## src/rtl/encoder_frontend.sv

```systemverilog
// encoder_frontend: quadrature encoder input conditioning for one channel.
// Raw A/B pads are synchronised (2-FF) and debounced per channel. Full
// quadrature cycles are decoded into step_up/step_down pulses that move a
// WIDTH-bit level value.
// Optional build macro ENC_SATURATE_EN: when defined, the value clamps at
// its limits instead of wrapping. The step pulses still fire at the limit.
// Interface: no handshake. value is a level; step_up, step_down and err are
// single-cycle pulses, and at most one of them is high in any cycle.
module encoder_frontend #(
  parameter int WIDTH           = 8,
  parameter int DEBOUNCE_CYCLES = 16
) (
  input  logic             clk,
  input  logic             reset_n,
  input  logic             enc_a,
  input  logic             enc_b,
  input  logic             clear,
  output logic [WIDTH-1:0] value,
  output logic             step_up,
  output logic             step_down,
  output logic             err
);

  localparam logic [15:0] DEB_LAST  = 16'(DEBOUNCE_CYCLES - 1);
  localparam logic [16:0] START_LEN = 17'(DEBOUNCE_CYCLES + 3);

  logic [1:0]        sync_a;
  logic [1:0]        sync_b;
  logic [1:0]        synced;     // {a, b} after synchronisation
  logic [15:0]       db_cnt [2];
  logic [1:0]        db_q;       // debounced {a, b}
  logic [1:0]        prev_q;     // debounced {a, b} from the previous cycle
  logic [16:0]       st_cnt;
  logic              startup;
  logic signed [2:0] acc_q;
  logic signed [2:0] acc_d;
  logic [WIDTH-1:0]  value_q;
  logic [WIDTH-1:0]  value_d;
  logic [WIDTH-1:0]  value_inc;
  logic [WIDTH-1:0]  value_dec;
  logic              up_d;
  logic              dn_d;
  logic              err_d;
  logic [1:0]        diff;

  // Gray position along the clockwise sequence 00 -> 01 -> 11 -> 10.
  function automatic logic [1:0] gray_pos(input logic [1:0] ab);
    case (ab)
      2'b00:   gray_pos = 2'd0;
      2'b01:   gray_pos = 2'd1;
      2'b11:   gray_pos = 2'd2;
      default: gray_pos = 2'd3;
    endcase
  endfunction

  assign synced  = {sync_a[1], sync_b[1]};
  assign startup = (st_cnt != START_LEN);
  assign diff    = gray_pos(db_q) - gray_pos(prev_q);

`ifdef ENC_SATURATE_EN
  assign value_inc = (value_q == {WIDTH{1'b1}}) ? value_q : value_q + WIDTH'(1);
  assign value_dec = (value_q == '0) ? value_q : value_q - WIDTH'(1);
`else
  assign value_inc = value_q + WIDTH'(1);
  assign value_dec = value_q - WIDTH'(1);
`endif

  // Two-flop synchronisers for the asynchronous pad inputs.
  always_ff @(posedge clk or negedge reset_n) begin
    if (!reset_n) begin
      sync_a <= '0;
      sync_b <= '0;
    end else begin
      sync_a <= {sync_a[0], enc_a};
      sync_b <= {sync_b[0], enc_b};
    end
  end

  // Per-channel debounce: the input must differ for DEBOUNCE_CYCLES
  // consecutive clocks before the debounced level follows it.
  always_ff @(posedge clk or negedge reset_n) begin
    if (!reset_n) begin
      db_q <= '0;
      for (int i = 0; i < 2; i++) db_cnt[i] <= '0;
    end else begin
      for (int i = 0; i < 2; i++) begin
        if (synced[i] == db_q[i]) begin
          db_cnt[i] <= '0;
        end else if (db_cnt[i] == DEB_LAST) begin
          db_q[i]   <= synced[i];
          db_cnt[i] <= '0;
        end else begin
          db_cnt[i] <= db_cnt[i] + 16'd1;
        end
      end
    end
  end

  // Startup window: let the decoder learn the settled pad state quietly.
  always_ff @(posedge clk or negedge reset_n) begin
    if (!reset_n) begin
      st_cnt <= '0;
    end else if (startup) begin
      st_cnt <= st_cnt + 17'd1;
    end
  end

  // Decode the quarter step and update the accumulator, value and pulses.
  always_comb begin
    acc_d   = acc_q;
    value_d = value_q;
    up_d    = 1'b0;
    dn_d    = 1'b0;
    err_d   = 1'b0;
    if (!startup) begin
      if (diff == 2'd2) begin
        err_d = 1'b1;
        acc_d = '0;
      end else if (diff == 2'd1) begin
        if (acc_q == 3'sd3) begin
          up_d    = 1'b1;
          acc_d   = '0;
          value_d = value_inc;
        end else begin
          acc_d = acc_q + 3'sd1;
        end
      end else if (diff == 2'd3) begin
        if (acc_q == -3'sd3) begin
          dn_d    = 1'b1;
          acc_d   = '0;
          value_d = value_dec;
        end else begin
          acc_d = acc_q - 3'sd1;
        end
      end
    end
    // Clear overrides any step completing in the same cycle.
    if (clear) begin
      acc_d   = '0;
      value_d = '0;
      up_d    = 1'b0;
      dn_d    = 1'b0;
    end
  end

  // Decoder state and registered outputs.
  always_ff @(posedge clk or negedge reset_n) begin
    if (!reset_n) begin
      prev_q    <= '0;
      acc_q     <= '0;
      value_q   <= '0;
      step_up   <= 1'b0;
      step_down <= 1'b0;
      err       <= 1'b0;
    end else begin
      prev_q    <= db_q;
      acc_q     <= acc_d;
      value_q   <= value_d;
      step_up   <= up_d;
      step_down <= dn_d;
      err       <= err_d;
    end
  end

  assign value = value_q;

endmodule

```

## config.mk

```make
export PLATFORM = sky130hd
export DESIGN_NAME = encoder_frontend
export DESIGN_NICKNAME = d
export VERILOG_FILES = /design/src/rtl/encoder_frontend.sv
export SDC_FILE = /design/constraint.sdc
export NUM_CORES = 1
export LEC_CHECK = 0
export ABC_AREA = 1
export CAP_MARGIN = 20
export CORE_MARGIN = 2
export CORE_UTILIZATION = 50
export DETAILED_ROUTE_END_ITERATION = 6
export GPL_TIMING_DRIVEN = 0
export PLACE_DENSITY = 0.68
export SLEW_MARGIN = 20
export SYNTH_ARGS = -nofsm -noshare
export SYNTH_HDL_FRONTEND = slang
export SYNTH_SLANG_ARGS = --single-unit
```

## constraint.sdc

```tcl
create_clock -name clk -period 3.79 [get_ports clk]
set_clock_uncertainty 0.05 [all_clocks]
set_input_delay 0.5685 -clock clk [delete_from_list [all_inputs] [get_ports clk]]
set_output_delay 0.5685 -clock clk [all_outputs]
set_load 0.005 [all_outputs]
```

# [Yosys cells after proc, flatten, opt, wreduce, memory -nomap -nowiden]
# Cells that the tools add are included.
[op_classes] n_bitwise=2 mux=33 add_sub_neg=8 n_eq_ne=17 div_mod_pow=0 multipliers=0 n_lt_le_gt_ge=0 shifts=0 reduce_logical=9
[ops] cell="$mux 16" count=4
[ops] cell="$mux 8" count=7
[ops] cell="$add 16x1->16 const B" count=2
[ops] cell="$eq 16x4->1 const B" count=2
[ops] cell="$mux 3" count=7
[ops] cell="$add 17x1->17 const B" count=1
[ops] cell="$ne 17x5->1 const B" count=1
[ops] cell="$mux 1" count=13
[ops] cell="$pmux 2 s3" count=2
[ops] cell="$add 8x1->8 const B" count=1
[ops] cell="$eq 2x2->1 const B" count=4
[ops] cell="$sub 8x1->8 const B" count=1
[ops] cell="$eq 2x1->1 const B" count=3
[ops] cell="$eq 3x3->1 const B" count=2
[ops] cell="$reduce_and 2->1" count=3
[ops] cell="$reduce_bool 3->1" count=2
[ops] cell="$reduce_and 5->1" count=1
[ops] cell="$logic_not 2->1" count=2
[ops] cell="$ne 2x2->1 const B" count=2
[ops] cell="$reduce_bool 4->1" count=1
[ops] cell="$add 3x2->3 const B" count=1
[ops] cell="$ne 3x2->1 const B" count=1
[ops] cell="$sub 3x2->3 const B" count=1
[ops] cell="$eq 1x1->1" count=2
[ops] cell="2 further kinds" count=3
[totals] out_inout_bits=11 elab_cells=82 regBits=71 latchBits=0 ram_bits=0 romBits=0 in_bits=5 mem_count=0

# [Longest topological paths before layout]
[depth] word_depth=9 mapped_depth=20 depth_no_buf=20

# [Least setup slack after synthesis]
# No wires, ideal clock.
[synth_path] kind="register to register" start="reg db_q[0]" end="reg value_q[6] (netlist: value[6])" t_required_ns=3.618 setup_slack_ns=1.248 path_stages_with_launch=13 t_arrival_ns=2.370 path_cell_list="dfrtp_1 > inv_1 > ha_1 > ha_1 > inv_1 > nand3_4 > ha_1 > a21oi_1 > nor2_1 > a211oi_1 > nand3_1 > nand2_1 > o21ai_1"
[synth_via] elab_chain_len=8 elab_cells_between_ends=17 classes_between="add/sub: 1; eq/ne: 7; mux: 5; reduce/logical: 4"
[synth_lines] item="start: declaration" line_no="31" rtl="logic [1:0] db_q;"
[synth_lines] item="start signal: indexed assignment" line_no="90" rtl="db_q[i] <= synced[i];"
[synth_lines] item="$eq 2x2->1 (tied with other cells)" line_no="48" rtl="case (ab)"
[synth_lines] item="$pmux 2 s3 *" line_no="48"
[synth_lines] item="$sub 2x2->2 *" line_no="58" rtl="assign diff = gray_pos(db_q) - gray_pos(prev_q);"
[synth_lines] item="$eq 2x1->1" line_no="119" rtl="end else if (diff == 2'd1) begin"
[synth_lines] item="$mux 8" line_no="119"
[synth_lines] item="$mux 8" line_no="116" rtl="if (diff == 2'd2) begin"
[synth_lines] item="$mux 8" line_no="115" rtl="if (!startup) begin"
[synth_lines] item="$mux 8" line_no="138" rtl="if (clear) begin"
[synth_lines] item="end signal: assignment" line_no="158" rtl="value_q <= value_d;"
[synth_lines] item="end: declaration" line_no="37" rtl="logic [WIDTH-1:0] value_q;"
# Mark *: on every way between the ends. The rest lies on a longest branch, timed or not. The select of a mux whose other input is x is not followed.
# A chain may end at the register's enable or synchronous reset.

# [Worst setup path after layout]
# Ends and elaborated chain as after synthesis.

==> impl_metrics.env <==
export IMPL_cts_root_buf="sky130_fd_sc_hd__clkbuf_8"
export IMPL_worst_hold_path_type="in -> async"
export IMPL_worstReg2RegEnd="value[6]"
export IMPL_flow_area_growth_from_synthesis_pct=12.92
export IMPL_antennaDiodeCount=0
export IMPL_rsz_0062_raised_after_global_routing="no"
export IMPL_area_of_the_die_um2=8285
export IMPL_worstMarginPinSlew_ps=516.3
export IMPL_yosysUniqueCellTypes=36
export IMPL_drc=0
export IMPL_portBuffers=15
export IMPL_leading_cell_types_by_count_after_synthesis="sky130_fd_sc_hd__nand2_1, sky130_fd_sc_hd__dfrtp_1, sky130_fd_sc_hd__inv_1"
export IMPL_relSlewSlack_pct=65.45
export IMPL_cts_htree_levels=3
export IMPL_crit_path_kind="reg -> reg"
export IMPL_buffer_levels_on_the_longest_clock_path=2
export IMPL_start_kind="flip-flop"
export IMPL_period_minus_slack_ps=2920
export IMPL_ys_dominant_reg_cell="sky130_fd_sc_hd__dfrtp_1"
export IMPL_peakVddDrop_mv=0.2266
export IMPL_post_synth_and_or_nand_nor_area_fraction_pct=27.53
export IMPL_die_height_um=91.02
export IMPL_p_leak_uw=0.002035
export IMPL_avgSynthCellArea_um2=8.888
export IMPL_viasPerCell=5.022
export IMPL_post_cts_resized_instances=0
export IMPL_critical_path_buf_inv_count=2
export IMPL_fp_coreArea_um2=7292
export IMPL_critical_path_cell_chain="inv_1, ha_1, ha_1, inv_1, nand3_4, ha_1, a21oi_1, nor2_1, a211oi_1, nand3_1, nand2_1, o21ai_1"
export IMPL_worst_endpoint_required_ps=3980
export IMPL_power_density_cell_area_nw_per_um2=335.6
export IMPL_mappedNetlistArea_um2=3786
export IMPL_fin_nets=475
export IMPL_synth_top_family_by_area="simple AND/OR/NAND/NOR gates"
export IMPL_initialDrtViolationCount=73
export IMPL_synth_sequential_area_ratio_pct=46.93
export IMPL_synth_compound_area_share_pct=6.808
export IMPL_clock_tree_from_tritoncts="yes"
export IMPL_post_synth_xor_area_fraction_pct=6.477
export IMPL_yosys_area_top_type_share_pct=46.93
export IMPL_postCtsHoldBufs=0
export IMPL_max_slew_vio_count=0
export IMPL_cell_type_with_the_highest_occurrence_count_on_the_critical_path="sky130_fd_sc_hd__ha_1"
export IMPL_cts_reportedPaths_clkPinSlew_ps=80
export IMPL_num_cts_buffers=9
export IMPL_insertion_delay_ps=350
export IMPL_synth_enable_flop_cells=0
export IMPL_post_cts_setup_buffers=0
export IMPL_clkSinkCount=71
export IMPL_final_core_utilization_pct=58.63
export IMPL_max_cap_violations=0
export IMPL_antenna_left=0
export IMPL_synth_most_common_cell="sky130_fd_sc_hd__nand2_1"
export IMPL_arrival_ps=3110
export IMPL_synth_cells=426
export IMPL_synthesis_nets=448
export IMPL_synth_seq_cells=71
export IMPL_critical_path_slowest_cell="sky130_fd_sc_hd__dfrtp_1"
export IMPL_fillers=695
export IMPL_grt_first_pass_wirelength_um=12120
export IMPL_global_route_overflow_total=0
export IMPL_num_rows=31
export IMPL_start_util_pct=51.92
export IMPL_finalWirelength_um=6514
export IMPL_io_pin_count=16
export IMPL_via_count_of_the_first_global_routing_pass=2742
export IMPL_grtUsageTotal_pct=17.97
export IMPL_report_final_setup_viol=0
export IMPL_delay_of_the_slowest_cell_on_the_worst_path_ps=410
export IMPL_synth_async_sr_flop_share_pct=100.0
export IMPL_chipWidth_um=91.02
export IMPL_vias=2797
export IMPL_cp_top_family="adder cells"
export IMPL_synth_adder_area_share_pct=5.618
export IMPL_drive_above_1_share_pct=13.97
export IMPL_finalWorstSetupSlack_ps=869.8
export IMPL_hpwl_um=4707
export IMPL_ys_top_cells_by_area="sky130_fd_sc_hd__dfrtp_1, sky130_fd_sc_hd__nand2_1, sky130_fd_sc_hd__ha_1, sky130_fd_sc_hd__inv_1, sky130_fd_sc_hd__xor2_1"
export IMPL_worstSetupEndpointType="flip-flop"
export IMPL_critical_path_reg2reg_startpoint="db_q[0]"
export IMPL_crit_path_max_fanout=13
export IMPL_largest_net_degree_at_the_start_of_global_routing=39
export IMPL_final_period_utilization_pct=77.05
export IMPL_yosysWarnings=0
export IMPL_grt_antenna_before_repair=0
export IMPL_detailedRoute_firstPassIterationCount=4
export IMPL_r2r_worst_path_cells=12
export IMPL_rrSetupSlack_ps=870
export IMPL_gp_routability_congestion=0.8813
export IMPL_synth_top_area_cell="sky130_fd_sc_hd__dfrtp_1"
export IMPL_final_hold_viol_count=0
export IMPL_finalPower_uw=1435
export IMPL_detailedPlace_worstSlack_ps=915.6
export IMPL_synth_mux_area_fraction_pct=0.2974
export IMPL_status="finished, final reports clean"
export IMPL_detail_route_wl_per_cell_um=11.69
export IMPL_fmax_mhz=342.4
-- worst register-to-register path, cell delays in order (launching register included) --
cell                       delay, ps
sky130_fd_sc_hd__dfrtp_1         410
sky130_fd_sc_hd__inv_1            90
sky130_fd_sc_hd__ha_1            300
sky130_fd_sc_hd__ha_1            320
sky130_fd_sc_hd__inv_1           190
sky130_fd_sc_hd__nand3_4         220
sky130_fd_sc_hd__ha_1            420
sky130_fd_sc_hd__a21oi_1         220
sky130_fd_sc_hd__nor2_1           70
sky130_fd_sc_hd__a211oi_1        260
sky130_fd_sc_hd__nand3_1         130
sky130_fd_sc_hd__nand2_1          70
sky130_fd_sc_hd__o21ai_1          60
-- state kept, by name, summed over array words and instances (netlist names) --
name and cells:
prev_q 2, st_cnt 17, step_down 1, db_cnt 32
sync_b 2, db_q 2, step_up 1, acc_q 3
value 8, sync_a 2, err 1
-- layout by cell type (no fill, tap or decap), types with 3 or more instances in the layout --
cell                              netlist  routed
sky130_fd_sc_hd__nor3_4                 4       4
sky130_fd_sc_hd__a21oi_1               18      18
sky130_fd_sc_hd__xor2_1                23      23
sky130_fd_sc_hd__nor3b_1                3       3
sky130_fd_sc_hd__nor3_2                 4       4
sky130_fd_sc_hd__nor2_1                45      45
sky130_fd_sc_hd__inv_2                  9       9
sky130_fd_sc_hd__clkinv_2               0       3
sky130_fd_sc_hd__nor3_1                 7       7
sky130_fd_sc_hd__nand3_2                7       7
sky130_fd_sc_hd__nand3_1               21      21
sky130_fd_sc_hd__nand2_1               72      72
sky130_fd_sc_hd__nand2_2                6       6
sky130_fd_sc_hd__o21ai_1               11      11
sky130_fd_sc_hd__dfrtp_1               71      71
sky130_fd_sc_hd__nor2_4                 4       4
sky130_fd_sc_hd__xnor2_1                5       5
sky130_fd_sc_hd__inv_1                 54      54
sky130_fd_sc_hd__nand4_1                9       9
sky130_fd_sc_hd__clkdlybuf4s50_1        0      14
sky130_fd_sc_hd__o21ai_0                9       9
sky130_fd_sc_hd__nor2_2                 5       5
sky130_fd_sc_hd__clkbuf_8               0      10
sky130_fd_sc_hd__nor4_1                 5       5
sky130_fd_sc_hd__ha_1                  17      17
-- metrics by stage --
step / area (µm²) / hold slack, ps / std cells / TNS (ps)
2_1_floorplan: 3786 / 222.9 / 426 / 0
3_3_place_gp: 4060 / 282.4 / 540 / -26810
3_5_place_dp: 4078 / 284.7 / 541 / 0
4_1_cts: 4275 / 105.1 / 557 / 0
5_1_grt: 4275 / 138.6 / 557 / 0
6_report: 4275 / 91.60 / 557 / 0
-- cell families (layout without fill, tap and decap cells) --
| logic type | after synthesis | after routing |
|---|---|---|
| AND/OR/NAND/NOR | 198 | 198 |
| flip-flops | 71 | 71 |
| buffers and inverters | 64 | 96 |
| AO/OA/AOI/OAI | 47 | 47 |
| XOR/XNOR | 28 | 28 |
| adder cells (fa/ha/maj) | 17 | 17 |
| multiplexers | 1 | 1 |
-- area by class of cell --
cell class                      instances  area (µm²)  share of cell area [%]
Clock buffer                           10       137.6                   3.219
Clock inverter                          6       60.06                   1.405
Inverter                               64       240.2                   5.619
Multi-Input combinational cell        291        1769                   41.38
Sequential cell                        71        1777                   41.56
Tap cell                               99       123.9                   2.897
Timing Repair Buffer                   16       167.7                   3.922
-- metal layers --
layer  routed length (µm)  global-route usage (%)
met1                 3212                   23.71
met2                 2997                   28.64
met3                  173                   3.568
met4                  130                   8.207
met5                    0                       0
-- worst max path at each step --
stage               slack [ps]  startpoint    endpoint  cells past startpoint
floorplan                 1250     db_q[0]    value[6]                     12
global placement          -380     reset_n  st_cnt[14]                      1
detailed placement         920     db_q[0]    value[6]                     12
CTS                        880     db_q[0]    value[6]                     12
global route               610     db_q[0]    value[6]                     12
finish                     870     db_q[0]    value[6]                     12
-- power by group --
group,internal (µW),switching [µW]
Combinational,17.6,34.7
Clock,318,292
Sequential,766,7.17
Total,1100,333
Power figures use the tool's default switching activity.
